File: config.mk
export PLATFORM = sky130hd
export DESIGN_NAME = ro_scan_sequencer
export DESIGN_NICKNAME = d
export VERILOG_FILES = /design/src/rtl/ro_scan_pkg.sv /design/src/rtl/ro_frame_serializer.sv /design/src/rtl/ro_scan_sequencer.sv
export SDC_FILE = /design/constraint.sdc
export NUM_CORES = 1
export LEC_CHECK = 0
export CAP_MARGIN = 15
export CORE_UTILIZATION = 45
export CTS_BUF_LIST = sky130_fd_sc_hd__clkbuf_16
export CTS_CLUSTER_SIZE = 12
export DETAILED_ROUTE_END_ITERATION = 8
export GPL_TIMING_DRIVEN = 0
export PLACE_DENSITY = 0.68
export RECOVER_POWER = 25
export SLEW_MARGIN = 20
export SYNTH_ARGS = -nofsm -noshare
export SYNTH_HDL_FRONTEND = slang
export SYNTH_SLANG_ARGS = --single-unit
File: constraint.sdc
create_clock -name clk -period 5.1 [get_ports clk]
set_clock_uncertainty 0.05 [all_clocks]
set_input_delay 0.51 -clock clk [delete_from_list [all_inputs] [get_ports clk]]
set_output_delay 0.51 -clock clk [all_outputs]
set_load 0.005 [all_outputs]
File: src/rtl/ro_scan_pkg.sv
// ro_scan_pkg: shared types and constants for the ring-oscillator scan
// sequencer.
//   scan_state_e   - sequencer FSM states
//   FRAME_PREAMBLE - 4-bit frame sync pattern, sent first
//   CRC4_POLY      - x^4+x+1, with the implicit x^4 term dropped
//   frame_width()  - total frame bits for a given counter width
//   crc4_step()    - one serial CRC-4 update (MSB-first data)
package ro_scan_pkg;

  typedef enum logic [2:0] {
    S_IDLE, S_CLEAR, S_GATE, S_LATCH, S_SETTLE, S_SHIFT, S_GAP, S_DONE
  } scan_state_e;

  localparam logic [3:0] FRAME_PREAMBLE = 4'b1010;
  localparam logic [3:0] CRC4_POLY      = 4'h3;

  // preamble + channel id + count + crc
  function automatic int frame_width(input int counter_length);
    return 4 + 2 + counter_length + 4;
  endfunction

  function automatic logic [3:0] crc4_step(input logic [3:0] crc, input logic d);
    logic fb;
    fb = crc[3] ^ d;
    return {crc[2:0], 1'b0} ^ (fb ? CRC4_POLY : 4'h0);
  endfunction

endpackage

File: src/rtl/ro_frame_serializer.sv
// ro_frame_serializer: emits one framed record, MSB first:
//   preamble(4) | id(2) | count(COUNTER_LENGTH) | crc4(4)
// The CRC accumulates while id+count leave the shift register and is
// shifted out straight after the payload, so there is no bubble.
// Ports:
//   clk, reset  - clock, synchronous active-high clear (also used to abort)
//   load        - start a new frame on this edge with id/count
//   id, count   - frame payload
//   tx_bit      - current frame bit, 0 when idle
//   valid       - high for the FRAME_W cycles of the frame
//   last        - high on the final frame bit
module ro_frame_serializer
  import ro_scan_pkg::*;
#(
  parameter int COUNTER_LENGTH = 20
) (
  input  logic                      clk,
  input  logic                      reset,
  input  logic                      load,
  input  logic [1:0]                id,
  input  logic [COUNTER_LENGTH-1:0] count,
  output logic                      tx_bit,
  output logic                      valid,
  output logic                      last
);

  localparam int FRAME_W = frame_width(COUNTER_LENGTH);
  localparam int PAY_W   = 2 + COUNTER_LENGTH;
  localparam int CW      = $clog2(FRAME_W + 1);
  localparam logic [CW-1:0] PAY_START = CW'(4);
  localparam logic [CW-1:0] PAY_END   = CW'(4 + PAY_W);
  localparam logic [CW-1:0] LAST_POS  = CW'(FRAME_W - 1);

  logic             active;
  logic [CW-1:0]    pos;
  logic [PAY_W-1:0] pay;
  logic [3:0]       crc;

  always_ff @(posedge clk) begin
    if (reset) begin
      active <= 1'b0;
      pos    <= '0;
      pay    <= '0;
      crc    <= '0;
    end else if (load) begin
      active <= 1'b1;
      pos    <= '0;
      pay    <= {id, count};
      crc    <= '0;
    end else if (active) begin
      pos <= pos + CW'(1);
      if (pos == LAST_POS) active <= 1'b0;
      if (pos >= PAY_START && pos < PAY_END) begin
        pay <= {pay[PAY_W-2:0], 1'b0};
        crc <= crc4_step(crc, pay[PAY_W-1]);
      end else if (pos >= PAY_END) begin
        crc <= {crc[2:0], 1'b0};
      end
    end
  end

  always_comb begin
    tx_bit = 1'b0;
    if (active) begin
      if (pos < PAY_START)    tx_bit = FRAME_PREAMBLE[~pos[1:0]];
      else if (pos < PAY_END) tx_bit = pay[PAY_W-1];
      else                    tx_bit = crc[3];
    end
  end

  assign valid = active;
  assign last  = active && (pos == LAST_POS);

endmodule

File: src/rtl/ro_scan_sequencer.sv
// ro_scan_sequencer: autonomous ring-oscillator measurement sequencer.
// Each scan clears the counters, opens a gate window, latches the counts,
// waits for the counter-side synchronizer, snapshots all channels at once
// and sends one CRC-protected frame per channel with a 1-cycle gap.
// Ports:
//   clk, reset     - system clock, synchronous active-high reset
//   ena            - low aborts to IDLE on the next edge
//   start          - scan request, only looked at in IDLE
//   continuous     - restart automatically after DONE
//   gate_cycles    - gate window length (0 behaves as 1)
//   counts         - latched counter values, channel i at [i*CL +: CL]
//   ctr_reset      - counter clear request (CLEAR)
//   latch_counter  - counter latch request (LATCH)
//   serial_bit/serial_valid/frame_start - frame stream
//   busy           - not IDLE
//   done           - 1-cycle end-of-scan pulse
module ro_scan_sequencer
  import ro_scan_pkg::*;
#(
  parameter int COUNTER_LENGTH = 20,
  parameter int NR_CHANNELS    = 3,
  parameter int SETTLE_CYCLES  = 4,
  parameter int CLEAR_CYCLES   = 4
) (
  input  logic                                  clk,
  input  logic                                  reset,
  input  logic                                  ena,
  input  logic                                  start,
  input  logic                                  continuous,
  input  logic [15:0]                           gate_cycles,
  input  logic [NR_CHANNELS*COUNTER_LENGTH-1:0] counts,
  output logic                                  ctr_reset,
  output logic                                  latch_counter,
  output logic                                  serial_bit,
  output logic                                  serial_valid,
  output logic                                  frame_start,
  output logic                                  busy,
  output logic                                  done
);

  localparam int CL = COUNTER_LENGTH;
  localparam logic [1:0]  LAST_CH  = 2'(NR_CHANNELS - 1);
  localparam logic [15:0] CLEAR_LD = 16'(CLEAR_CYCLES - 1);
  localparam logic [15:0] SETTLE_LD = 16'(SETTLE_CYCLES - 1);

  scan_state_e               state, state_d;
  logic [15:0]               tmr, tmr_d;
  logic [15:0]               gate_q;
  logic [1:0]                idx, idx_d;
  logic [NR_CHANNELS*CL-1:0] snap;
  logic                      ld, snap_en, cap_gate;
  logic                      fs_q;
  logic [CL-1:0]             ld_count;
  logic                      ser_rst, ser_last;

  always_ff @(posedge clk) begin
    if (reset) begin
      state  <= S_IDLE;
      tmr    <= '0;
      gate_q <= 16'd1;
      idx    <= '0;
      snap   <= '0;
      fs_q   <= 1'b0;
    end else begin
      state <= state_d;
      tmr   <= tmr_d;
      idx   <= idx_d;
      fs_q  <= ld;
      if (cap_gate) gate_q <= (gate_cycles == 16'd0) ? 16'd1 : gate_cycles;
      if (snap_en)  snap   <= counts;
    end
  end

  // Each timed state loads tmr with (length-1) on entry and leaves at 0.
  always_comb begin
    state_d  = state;
    tmr_d    = (tmr == 16'd0) ? 16'd0 : tmr - 16'd1;
    idx_d    = idx;
    ld       = 1'b0;
    snap_en  = 1'b0;
    cap_gate = 1'b0;
    unique case (state)
      S_IDLE: if (start) begin
        state_d  = S_CLEAR;
        tmr_d    = CLEAR_LD;
        cap_gate = 1'b1;
        idx_d    = '0;
      end
      S_CLEAR: if (tmr == 16'd0) begin
        state_d = S_GATE;
        tmr_d   = gate_q - 16'd1;
      end
      S_GATE: if (tmr == 16'd0) begin
        state_d = S_LATCH;
        tmr_d   = SETTLE_LD;
      end
      S_LATCH: if (tmr == 16'd0) begin
        state_d = S_SETTLE;
        tmr_d   = SETTLE_LD;
      end
      // Snapshot and first-frame load share one edge; channel 0 is fed
      // straight from counts since snap only updates at that edge.
      S_SETTLE: if (tmr == 16'd0) begin
        state_d = S_SHIFT;
        snap_en = 1'b1;
        ld      = 1'b1;
        idx_d   = '0;
      end
      S_SHIFT: if (ser_last) state_d = S_GAP;
      S_GAP: begin
        if (idx < LAST_CH) begin
          state_d = S_SHIFT;
          idx_d   = idx + 2'd1;
          ld      = 1'b1;
        end else begin
          state_d = S_DONE;
        end
      end
      S_DONE: begin
        if (continuous) begin
          state_d  = S_CLEAR;
          tmr_d    = CLEAR_LD;
          cap_gate = 1'b1;
          idx_d    = '0;
        end else begin
          state_d = S_IDLE;
        end
      end
      default: state_d = S_IDLE;
    endcase
    if (!ena) begin
      state_d  = S_IDLE;
      ld       = 1'b0;
      snap_en  = 1'b0;
      cap_gate = 1'b0;
    end
  end

  assign ld_count = (state == S_SETTLE) ? counts[CL-1:0] : snap[idx_d*CL +: CL];
  assign ser_rst  = reset | ~ena;

  ro_frame_serializer #(.COUNTER_LENGTH(CL)) u_ser (
    .clk   (clk),
    .reset (ser_rst),
    .load  (ld),
    .id    (idx_d),
    .count (ld_count),
    .tx_bit(serial_bit),
    .valid (serial_valid),
    .last  (ser_last)
  );

  assign frame_start   = fs_q;
  assign ctr_reset     = (state == S_CLEAR);
  assign latch_counter = (state == S_LATCH);
  assign busy          = (state != S_IDLE);
  assign done          = (state == S_DONE);

endmodule

* Word-level counts from Yosys, hierarchy flattened *
Index checks and enable logic that the tools add are counted.

word-level totals
  register bits = 130
  bits of input ports = 81
  output and inout bits = 7
  word-level logic and storage cells = 102

cells by class
  $add $sub $neg = 4
  multiply operators = 1
  $lt $le $gt $ge = 6
  eq/ne operators = 14
  shift operators = 1
  mux-type cells = 46
  bitwise logic cells = 5
  reduce and logical (&&, ||, !) cells = 15

operator list
  operator                                                                             number
  16-bit 2-to-1 mux                                                                    6
  22-bit 2-to-1 mux                                                                    3
  16-bit one-hot mux with 4 select lines                                               1
  60-bit by 8-bit variable part select with 20-bit output                              1
  16-bit logical NOT                                                                   2
  16-bit by 1-bit subtractor with 16-bit output, second input constant                 2
  3-bit one-hot mux with 8 select lines                                                1
  20-bit 2-to-1 mux                                                                    1
  3-bit 2-to-1 mux                                                                     6
  1-bit 2-to-1 mux                                                                     16
  3-bit == test, second input constant                                                 4
  2-bit 2-to-1 mux                                                                     6
  4-bit 2-to-1 mux                                                                     2
  2-bit != test, second input constant                                                 4
  2-bit one-hot mux with 4 select lines                                                1
  3-bit by 2-bit == test with 1-bit output, second input constant                      2
  6-bit AND reduction                                                                  1
  2-bit nonzero test                                                                   3
  2-bit OR reduction                                                                   3
  5-bit by 1-bit adder with 5-bit output, second input constant                        1
  5-bit == test, second input constant                                                 1
  5-bit by 3-bit greater-or-equal comparator with 1-bit output, second input constant  1
  5-bit greater-or-equal comparator, second input constant                             1
  5-bit by 3-bit less-than comparator with 1-bit output, second input constant         1
  18 further kinds                                                                     22

* Depth between registers and ports, before layout *
Gate-level depths: netlist of the first run.

  depth after elaboration = 7
  gate-level depth with buffers = 9
  mapped depth without buffers = 8

* Cells and area by module *
Synthesis of the first run repeated with hierarchy kept, for this count alone.

unflattened totals
  cell total of the unflattened synthesis = 812
  area, all modules = 6,616.3 µm²

modules (own cells, without submodules)
  module               times used  cells each  area an instance (µm²)  seq. area each (µm²)
  ro_scan_sequencer    1           626         4,872.2                 1,961.9
  ro_frame_serializer  1           186         1,744.2                 640.6

* Worst setup path after synthesis of the first run *
OpenSTA, ideal clock, no wires.

  path type = flip-flop to flip-flop
  start = reg tmr[0]
  end = reg u_ser.pay[10]
  library setup time = 126 ps
  arrival time = 1,727 ps
  data required time = 4,924 ps
  path slack = 3,197 ps
  cell stages (with the launch flop) = 9
  path buffers = 1
  clock period less this slack = 1,903 ps
  path through = dfxtp_1 -> inv_1 -> ha_1 -> nor4b_2 -> nand4_4 -> o21a_1 -> buf_2 -> o311ai_1 -> a21oi_1

on the way
  cells in the longest elaborated chain, start to end = 7
  elaborated cells between the ends (all ways) = 13
  those cells by class = mul (1); shift (1); mux (7); reduce/logical (4)

ends and longest elaborated chain
  what                                                     RTL line                   text
  from (decl)                                              ro_scan_sequencer.sv:47    logic [15:0] tmr, tmr_d;
  from (signal assigned)                                   ro_scan_sequencer.sv:66    tmr <= tmr_d;
  16-bit logical NOT *                                     ro_scan_sequencer.sv:103   S_SETTLE: if (tmr == 16'd0) begin
  2-bit 2-to-1 mux                                         ro_scan_sequencer.sv:103
  2-bit one-hot mux with 4 select lines                    ro_scan_sequencer.sv:82    unique case (state)
  2-bit by 3-bit multiplier with 5-bit output              ro_scan_sequencer.sv:139   assign ld_count = (state == S_SETTLE) ? counts[CL-1:0] : snap[idx_d*CL +: CL];
  60-bit by 8-bit variable part select with 20-bit output  ro_scan_sequencer.sv:139
  20-bit 2-to-1 mux                                        ro_scan_sequencer.sv:139
  22-bit 2-to-1 mux                                        ro_frame_serializer.sv:45  end else if (load) begin
  to (signal assigned)                                     ro_frame_serializer.sv:48  pay <= {id, count};
  to (signal assigned)                                     ro_frame_serializer.sv:54  pay <= {pay[PAY_W-2:0], 1'b0};
  to (decl)                                                ro_frame_serializer.sv:36  logic [PAY_W-1:0] pay;

Mark *: on every way between the ends. The rest lies on a longest branch, timed or not.
A chain may end at the register's enable or synchronous reset.

* Final worst setup path of the first run *
  start = reg u_ser.active, in the netlist u_ser.valid
  end = out serial_bit

on the way
  cells in the longest elaborated chain, start to end = 1

ends and longest elaborated chain
  what                    RTL line                   text
  from (decl)             ro_frame_serializer.sv:34  logic active;
  from (signal assigned)  ro_frame_serializer.sv:41  active <= 1'b0;
  from (signal assigned)  ro_frame_serializer.sv:46  active <= 1'b1;
  from (signal assigned)  ro_frame_serializer.sv:52  if (pos == LAST_POS) active <= 1'b0;
  1-bit 2-to-1 mux        ro_frame_serializer.sv:64  if (active) begin
  to (decl)               ro_scan_sequencer.sv:34    output logic serial_bit,

No other way between the ends.

==> results.md, run 1 <==
* Post-synth EDFFs at 0
* Status: finished, final reports clean
* Simple-Gate Fraction of Synth Area at 0.2622
* Htree depth at 4
* Critical R2R Capture: gate_q[8]
* Number of synthesis warnings at 0
* Syn_nets at 924
* NetSw at 0.001052 W
* Yosys cell types at 64
* Register Area at 2603 um^2
* Seq/Total Area, Yosys at 0.4001
* # setup viols final at 0
* Top_reg_cell synth: dfxtp_1
* Starting DRT DRC Count at 571
* LEAKAGE at 3.026 nW
* Mux share of post-synthesis cell area at 0.004616
* Sequential power share at 0.344
* WHS Path Cells at 2
* FILL cells at 1352
* IO Pins at 88
* Largest net degree at the start of global routing at 17
* Starting density of the core at 0.4650
* Clock transition at path regs at 0.06 ns
* Clk sink count at 130
* Num CTS Buffers at 17
* Switching Fraction at 0.3074
* Worst Setup Start Kind: flop
* Die Y at 122.2 um
* Resized Gates After CTS at 0
* CTS tree: done
* Buffers on Ports at 86
* # Post-CTS Setup Buffers at 0
* Flops & latches, synth at 130
* DRC viols at 0
* Cell internal pwr at 0.002369 W
* CP endpoint kind: output pin
* Final Worst Setup Slack at 2.406 ns
* Gr usage total at 0.2535
* Pwr dens at 416.6 nW/um^2
* Final period util at 0.5282
* Fmax achieved at 0.3712 GHz
* Nets@finish at 1029
* Clock Tree Buf Depth at 2
* DR vias at 6262
* Die W at 122.2 um
* Length of the first detailed-routing pass in iterations at 5
* Critical path data required time at 4.54 ns
* Final Max Tran Viols at 0
* Cell area after layout at 8212 um^2
* ANT nets after route at 0
* Post-synth ARST share at 0
* Worst slew pin tran at 0.6668 ns
* Min-delay src: snap[18]
* Die area at 14940 um^2
* Compound-cell area share of the yosys netlist at 0.2189
* Clock power share at 0.395
* Antenna Cells at 0
* Final global-route overflow total at 0
* Mapped Cells at 836
* RSZ-0062 raised after global routing: false
* Worst r2r src: state[0]
* Routed WL at 17960 um
* Crit-path max FO at 10
* Core ar. at 13990 um^2
* Number of failing hold endpoints at the final stage at 0
* Combinational share of power at 0.260
* Xor-xnor portion of the synthesized cell area at 0.04578
* Worst VDD drop at 0.2552 mV
* Crit path time final at 2.694 ns
* Via/cell ratio at 5.522
* Multi-input gate area at 3521 um^2
* Layout cells sized above 1 at 0.07023
* Dpl hpwl at 13240 um
* Critical Path AT at 2.13 ns
* Critical path type: flop to output pin
* Latest clock arrival within the worst-skew pair at 0.43 ns
* Area of the mapped netlist at 6505 um^2
* GPL Wtd Cong at 0.8988
* Area after DPL at 7591 um^2
* First-pass GRT wire length at 29030 um
* Post-Synth Adder-Cell Area at 0.01346
* Vias in the first global route at 5798
* WL/cell at 15.84 um
* Largest family of logic cells by synthesized area: simple AND/OR/NAND/NOR gates
* Post-Synthesis Mean Instance Area at 7.781 um^2
* R2R setup slack at 2.41 ns
* Setup TNS Final at 0 ns
* Post-CTS Hold Fix Bufs at 0
* Initial antenna violation count at 0
* # rows at 43
* Worst slack at placement at 2.235 ns
* Root Buffer: clkbuf_16
* Worst reg2reg path depth at 8
* Hold Crit Class: flop to flop
* Finished Core Util at 0.5870
* Total of max-cap violations at 0
* Area growth, synth to finish at 26.24%
* Slew headroom at 0.5555
* Worst Hold Path EP: snap[18]
-- sequential cells by signal, indices dropped and copies added (netlist names) --
signal,cells
idx,2
u_ser.valid,1
gate_q,16
frame_start,1
snap,60
tmr,16
u_ser.crc,4
u_ser.pay,22
state,3
u_ser.pos,5
-- critical path, stage by stage (launching register included) --
cell             delay (ns)
dfxtp_1                0.40
buf_1                  0.38
nand2_1                0.24
a21oi_1                0.18
clkdlybuf4s50_1        0.51
-- Yosys cell counts, drive strengths merged, types with 4 or more instances --
| master | count | share of area |
|---|---|---|
| nand3 | 36 | 0.028 |
| nor3 | 13 | 0.011 |
| nor2 | 52 | 0.032 |
| dfxtp | 130 | 0.40 |
| xnor2 | 16 | 0.022 |
| a21boi | 21 | 0.024 |
| a21oi | 115 | 0.088 |
| xor2 | 18 | 0.024 |
| inv | 14 | 0.0081 |
| nand2 | 191 | 0.11 |
| nor4 | 10 | 0.015 |
| o21ai | 26 | 0.020 |
| nand2b | 4 | 0.0038 |
| o211ai | 4 | 0.0046 |
| or3 | 5 | 0.0048 |
| buf | 28 | 0.028 |
| clkbuf | 32 | 0.019 |
| nand4 | 5 | 0.0071 |
| and3 | 23 | 0.023 |
| o311ai | 18 | 0.024 |
| a22oi | 21 | 0.024 |
| ha | 7 | 0.013 |
-- per-layer routing --
| layer | track usage | routed length (um) | up-vias |
|---|---|---|---|
| li1 | - | - | 3138 |
| met2 | 0.3820 | 7799 | 207 |
| met1 | 0.3602 | 8752 | 2891 |
| met5 | 0 | 0 | - |
| met3 | 0.04926 | 1061 | 26 |
| met4 | 0.08613 | 344 | 0 |
-- stage by stage --
stage	power, W	cells	hold slack [ns]
5_1_grt	0.003577	1134	0.4066
2_1_floorplan	0.001865	836	0.3774
3_5_place_dp	0.002100	1102	0.3891
3_3_place_gp	0.002097	1102	0.3832
6_report	0.003421	1134	0.3942
4_1_cts	0.003451	1134	0.3971
-- power by group through the flow --
stage / Combinational [W] / Clock, W / Sequential [W]
after global placement: 0.000900 / 0 / 0.00120
after CTS: 0.000914 / 0.00136 / 0.00118
final: 0.000891 / 0.00135 / 0.00118
after detailed placement: 0.000902 / 0 / 0.00120
after global routing: 0.000989 / 0.00140 / 0.00119
after floorplan: 0.000683 / 0 / 0.00118
-- worst max-delay path by stage --
stage,endpoint,cells after the start,start
6_report,serial_bit,4,u_ser.valid
3_5_place_dp,u_ser.pay[7],8,start
4_1_cts,serial_bit,4,u_ser.valid
2_1_floorplan,u_ser.pay[10],8,tmr[0]
3_3_place_gp,u_ser.pay[9],8,start
5_1_grt,gate_q[13],8,state[0]
-- layout by cell type, fill, tap and decap left out, types with 4 or more instances in the layout --
cell / n
nand2_1: 191
and3_1: 22
o21ai_1: 4
a21boi_0: 21
bufinv_16: 5
nor4_1: 7
a22oi_1: 21
nor3_1: 12
nand2b_1: 4
buf_4: 7
nor2_1: 51
xnor2_1: 16
dfxtp_1: 130
buf_6: 4
o211ai_1: 4
buf_2: 11
o21ai_0: 22
clkinv_4: 4
xor2_1: 18
clkbuf_16: 17
nand3_1: 35
ha_1: 7
clkbuf_1: 37
o311ai_1: 17
inv_1: 14
or3_1: 5
clkdlybuf4s50_1: 84
nand4_1: 4
a21oi_1: 115
-- cells by family after synthesis --
kind of cell,Yosys count
mux,3
compound gates,229
xor+xnor,34
fa+ha+maj,7
buf+inv,74
flops,130
simple gates,359
-- final cells by class --
cell class	count	share of cell area
clock buffer	17	0.05181
sequential	130	0.3169
tap	180	0.02743
inverter	14	0.006400
timing repair buffer	86	0.1048
buffer	60	0.03596
multi-input combinational	632	0.4288
clock inverter	15	0.02788
No activity file was read; power rests on OpenSTA's default activity.
==> inputs of run 2 (changes only) <==
Settings changed: PLACE_DENSITY 0.68 to 0.71.
Clock period 5.1 ns to 2.45 ns, I/O delays scaled along.
==> results.md, run 2 (synthesis gave the netlist of run 1 again) <==
* # Post-CTS Setup Buffers at 0 (unchanged)
* Worst Setup Start Kind: flop
* Worst Hold Path EP: snap[46]
* WHS Path Cells at 3 (+1)
* WL/cell at 15.89 um (+0.35%)
* Root Buffer: clkbuf_16
* Cell internal pwr at 0.004940 W (+110%)
* CP endpoint kind: output pin
* Number of failing hold endpoints at the final stage at 0 (unchanged)
* # setup viols final at 0 (unchanged)
* First-pass GRT wire length at 28980 um (-0.17%)
* Max reg flops at 60 (unchanged)
* Buffers on Ports at 86 (unchanged)
* Area growth, synth to finish at 26.83%
* Critical path data required time at 2.15 ns (-2.39 ns)
* Final Max Tran Viols at 0 (unchanged)
* Critical Path AT at 2.01 ns (-0.12 ns)
* DRC viols at 0 (unchanged)
* Initial antenna violation count at 0 (unchanged)
* Length of the first detailed-routing pass in iterations at 6 (+1)
* Vias in the first global route at 5725 (-1.3%)
* Clock power share at 0.386 (-0.009)
* Crit path time final at 2.308 ns
* IO Pins at 88 (unchanged)
* Status: finished, final reports clean
* Dpl hpwl at 13270 um (+0.23%)
* ANT nets after route at 0 (unchanged)
* Nets@finish at 1028 (-0.097%)
* Setup TNS Final at 0 ns (unchanged)
* Combinational share of power at 0.268 (+0.008)
* Die W at 122.2 um (unchanged)
* Starting density of the core at 0.4650 (unchanged)
* LEAKAGE at 3.062 nW (+1.2%)
* Pwr dens at 862.4 nW/um^2 (+110%)
* Worst reg2reg path depth at 9 (+1)
* Largest Register: snap
* Core ar. at 13990 um^2 (unchanged)
* Worst VDD drop at 0.5623 mV (+120%)
* Sequential power share at 0.346 (+0.002)
* Final global-route overflow total at 0 (unchanged)
* DR vias at 6168 (-1.5%)
* Largest net degree at the start of global routing at 17 (unchanged)
* Worst slew pin tran at 0.6529 ns (-0.01390 ns)
* Commonest non-fill, non-tap cell in the layout: nand2_1
* Clock transition at path regs at 0.06 ns (about the same)
* Commonest cells after routing, fill and taps aside: 190 x nand2_1, 130 x dfxtp_1, 115 x a21oi_1, 83 x clkdlybuf4s50_1, 50 x nor2_1
* Die area at 14940 um^2 (unchanged)
* Final period util at 0.9419
* RSZ-0062 raised after global routing: false
* Min-delay src: counts[46]
* Routed WL at 18000 um (+0.26%)
* Worst r2r src: tmr[0]
* Num CTS Buffers at 17 (unchanged)
* GPL Wtd Cong at 0.9248 (+2.9%)
* Die Y at 122.2 um (unchanged)
* Critical R2R Capture: u_ser.pay[17]
* Clk sink count at 130 (unchanged)
* Total of max-cap violations at 0 (unchanged)
* Area after DPL at 7591 um^2 (unchanged)
* # rows at 43 (unchanged)
* Hold Crit Class: primary input to flop
* Htree depth at 4 (unchanged)
* Via/cell ratio at 5.444 (-1.4%)
* Switching Fraction at 0.3058 (-0.001623)
* Fmax achieved at 0.4333 GHz
* Critical path type: flop to output pin
* Latest clock arrival within the worst-skew pair at 0.42 ns (about the same)
* NetSw at 0.002176 W (+110%)
* CTS tree: done
* R2R setup slack at 0.15 ns (-2.26 ns)
* Crit-path max FO at 8 (-2)
* Clock Tree Buf Depth at 2 (unchanged)
* Slew headroom at 0.5647 (+0.009270)
* Antenna Cells at 0 (unchanged)
* Layout cells sized above 1 at 0.08814 (+0.01791)
* Cell area after layout at 8250 um^2 (+0.47%)
* Post-CTS Hold Fix Bufs at 0 (unchanged)
* Top Registers: snap x60, u_ser.pay x22
* Gr usage total at 0.2506 (-0.002867)
* Starting DRT DRC Count at 391 (-32%)
## run 2: changes by cell type in the layout (fill, tap and decap cells not counted), sizes merged
cell and change:
buf +3, dlygate4sd3 +1, clkbuf -4, clkdlybuf4s50 -1, clkinv +1, inv -3, clkinvlp +2
## run 2: final cells by class
class	instances	area (um^2)
Buffer	59	306.5
Clock buffer	17	425.4
Clock inverter	15	215.2
Fill cell	1303	5738
Inverter	14	52.55
Multi-Input combinational cell	632	3562
Sequential cell	130	2603
Tap cell	180	225.2
Timing Repair Buffer	86	860.8
## run 2: stage by stage
step                total power, W  hold slack, ns  std cells  utilization  setup slack [ns]
floorplan                 0.003883          0.3355        836            -            0.5469
global placement          0.004357          0.3835       1102       0.5427          -0.08881
detailed placement        0.004381          0.3905       1102       0.5427          -0.09378
CTS                       0.007141          0.3205       1134       0.5886           0.02698
global route              0.007447          0.3282       1133       0.5898          0.002352
finish                    0.007115          0.3300       1133       0.5898            0.1424
## run 2: critical path, cell delays in order, from the launching register on
cell,delay (ns)
dfxtp_1,0.38
or3_1,0.47
nand2_1,0.20
a21oi_1,0.09
clkdlybuf4s50_1,0.45
## run 2: power by group through the flow
stage                     Combinational (W)  Clock [W]  Sequential (W)
after detailed placement            0.00189          0         0.00250
after global routing                0.00208    0.00288         0.00248
final                               0.00191    0.00275         0.00246
after CTS                           0.00191    0.00277         0.00245
after global placement              0.00187          0         0.00249
after floorplan                     0.00142          0         0.00246
## run 2: how the worst max path moves through the flow
| stage | cells after the start | endpoint | slack (ns) | start |
|---|---|---|---|---|
| after floorplan | 8 | u_ser.pay[10] | 0.55 | tmr[0] |
| after global placement | 8 | u_ser.pay[8] | -0.09 | start |
| after detailed placement | 8 | u_ser.pay[8] | -0.09 | start |
| after CTS | 5 | serial_bit | 0.03 | u_ser.pos[2] |
| after global routing | 9 | u_ser.pay[19] | 0.002 | tmr[0] |
| final | 4 | serial_bit | 0.14 | u_ser.pos[2] |
## run 2: routing by layer
layer,track usage,vias up,part of all wire
met5,0,-,0
met4,0.07927,0,0.017
met3,0.06413,21,0.071
met2,0.3796,201,0.44
met1,0.3470,2811,0.48
li1,-,3135,-
## run 2: what timing repair did
action / 4_1_cts / 5_1_grt
endpoints found under the hold margin: 0 / 0
pin swaps: 0 / 1
gates resized for setup: 1 / 16
setup endpoints to repair: 1 / 27
==> inputs of run 3 (changes only) <==
Settings changed: SKIP_CTS_REPAIR_TIMING from default to 1, SKIP_LAST_GASP from default to 1.
==> results.md, run 3 (synthesis gave the netlist of run 1 again) <==
* Crit-path slowest cell: o21a_1
* DRC viols at 0 (unchanged)
* Core ar. at 13990 um^2 (unchanged)
* # rows at 43 (unchanged)
* Critical path data required time at 2.73 ns (+0.58 ns)
* WL/cell at 15.88 um (about the same)
* Root Buffer: clkbuf_16
* Top Registers: snap x60, u_ser.pay x22
* Starting DRT DRC Count at 435 (+11%)
* Min-delay src: counts[46]
* Worst slack at placement at -0.09378 ns (unchanged)
* Nets@finish at 1028 (unchanged)
* Initial antenna violation count at 0 (unchanged)
* Final global-route overflow total at 0 (unchanged)
* GPL Wtd Cong at 0.9248 (unchanged)
* Vias in the first global route at 5725 (unchanged)
* Clk sink count at 130 (unchanged)
* Die Y at 122.2 um (unchanged)
* Setup TNS Final at 0 ns (unchanged)
* Worst reg2reg path depth at 9 (unchanged)
* CP endpoint kind: flop
* RSZ-0062 raised after global routing: true
* R2R setup slack at 0.07 ns (-0.08 ns)
* CP max stage delay at 0.36 ns (-0.11 ns)
* Crit path time final at 2.379 ns (+0.07103 ns)
* Antenna Cells at 0 (unchanged)
* Num CTS Buffers at 17 (unchanged)
* Final Max Tran Viols at 0 (unchanged)
* Hold Crit Class: primary input to flop
* Cell Chain, Critical Path: inv_1, ha_1, nor4b_2, nand4_4, o21a_1, clkbuf_1, nand3_1, o311ai_1, a21oi_1
* CTS tree: done
* Worst r2r src: tmr[0]
* Pwr dens at 863.4 nW/um^2 (+0.11%)
* Gr usage total at 0.2506 (unchanged)
* ANT nets after route at 0 (unchanged)
* Cell area after layout at 8233 um^2 (-0.21%)
* Largest net degree at the start of global routing at 17 (unchanged)
* Worst VDD drop at 0.5624 mV (about the same)
* Latest clock arrival within the worst-skew pair at 0.42 ns (about the same)
* Area after DPL at 7591 um^2 (unchanged)
* Area growth, synth to finish at 26.56%
* Commonest non-fill, non-tap cell in the layout: nand2_1
* Die W at 122.2 um (unchanged)
* Length of the first detailed-routing pass in iterations at 5 (-1)
* LEAKAGE at 3.056 nW (-0.19%)
* Buffers on Ports at 86 (unchanged)
* # setup viols final at 0 (unchanged)
* Critical R2R Capture: u_ser.pay[19]
* Final period util at 0.9709 (+0.02899)
* Critical Path AT at 2.66 ns (+0.65 ns)
* Routed WL at 17990 um (about the same)
* Critical path type: flop to flop
* Total Power at 0.007108 W (-0.10%)
* IO Pins at 88 (unchanged)
* Fmax achieved at 0.4204 GHz (-3.0%)
* DR vias at 6166 (-0.032%)
* Slew headroom at 0.5596 (-0.005143)
* Worst slew pin tran at 0.6606 ns (+0.007714 ns)
* WHS Path Cells at 3 (unchanged)
* Worst Hold Path EP: snap[46]
* Clock Tree Buf Depth at 2 (unchanged)
* Worst Setup Start Kind: flop
* Via/cell ratio at 5.442 (about the same)
* Layout cells sized above 1 at 0.08709 (-0.001049)
* Commonest cells after routing, fill and taps aside: 191 x nand2_1, 130 x dfxtp_1, 115 x a21oi_1, 83 x clkdlybuf4s50_1, 50 x nor2_1
* Die area at 14940 um^2 (unchanged)
* Total of max-cap violations at 0 (unchanged)
* Max reg flops at 60 (unchanged)
* Hold_ws at 0.3308 ns (+0.0007220 ns)
* Status: finished, final reports clean
* Starting density of the core at 0.4650 (unchanged)
* Number of failing hold endpoints at the final stage at 0 (unchanged)
* Crit-path max FO at 10 (+2)
* First-pass GRT wire length at 28980 um (unchanged)
* Final Worst Setup Slack at 0.07134 ns (-0.07103 ns)
* Largest Register: snap
* Htree depth at 4 (unchanged)
* Dpl hpwl at 13270 um (unchanged)
* Clock transition at path regs at 0.06 ns (about the same)
[run 3: worst max-delay path by stage]
stage                     start            end  depth (start not counted)
global route           state[1]   u_ser.pay[8]                          7
finish                   tmr[0]  u_ser.pay[19]                          9
detailed placement        start   u_ser.pay[8]                          8
CTS                 u_ser.valid     serial_bit                          4
global placement          start   u_ser.pay[8]                          8
floorplan                tmr[0]  u_ser.pay[10]                          8
[run 3: area by class of cell]
type,instances,area (um^2)
multi-input cells,632,3542
clock inverters,15,215.2
flip-flops and latches,130,2603
plain buffers,59,309.0
clock buffers,17,425.4
inverters,14,52.55
repair buffers,86,860.8
fillers,1307,5756
well taps,180,225.2
[run 3: layer usage]
metal / share of wire / up-vias / track usage
met5: 0 / - / 0
li1: - / 3134 / -
met3: 0.071 / 21 / 0.06413
met2: 0.44 / 209 / 0.3796
met4: 0.018 / 0 / 0.07927
met1: 0.47 / 2802 / 0.3470
[run 3: through the flow]
stage	utilization	std cells
5_1_grt	0.5886	1133
3_3_place_gp	0.5427	1102
3_5_place_dp	0.5427	1102
4_1_cts	0.5885	1134
2_1_floorplan	-	836
6_report	0.5886	1133
[run 3: where the power goes]
part           switching, W  internal (W)
combinational       0.00103      0.000865
clock              0.000962       0.00180
sequential         0.000190       0.00227
[run 3: critical path, delay by kind of cell, from the launching register on]
| kind | cells | cell delay, ns |
|---|---|---|
| buffers and inverters | 2 | 0.35 |
| AO/OA/AOI/OAI | 3 | 0.66 |
| flip-flops | 1 | 0.32 |
| adder cells (fa/ha/maj) | 1 | 0.23 |
| AND/OR/NAND/NOR | 3 | 0.69 |
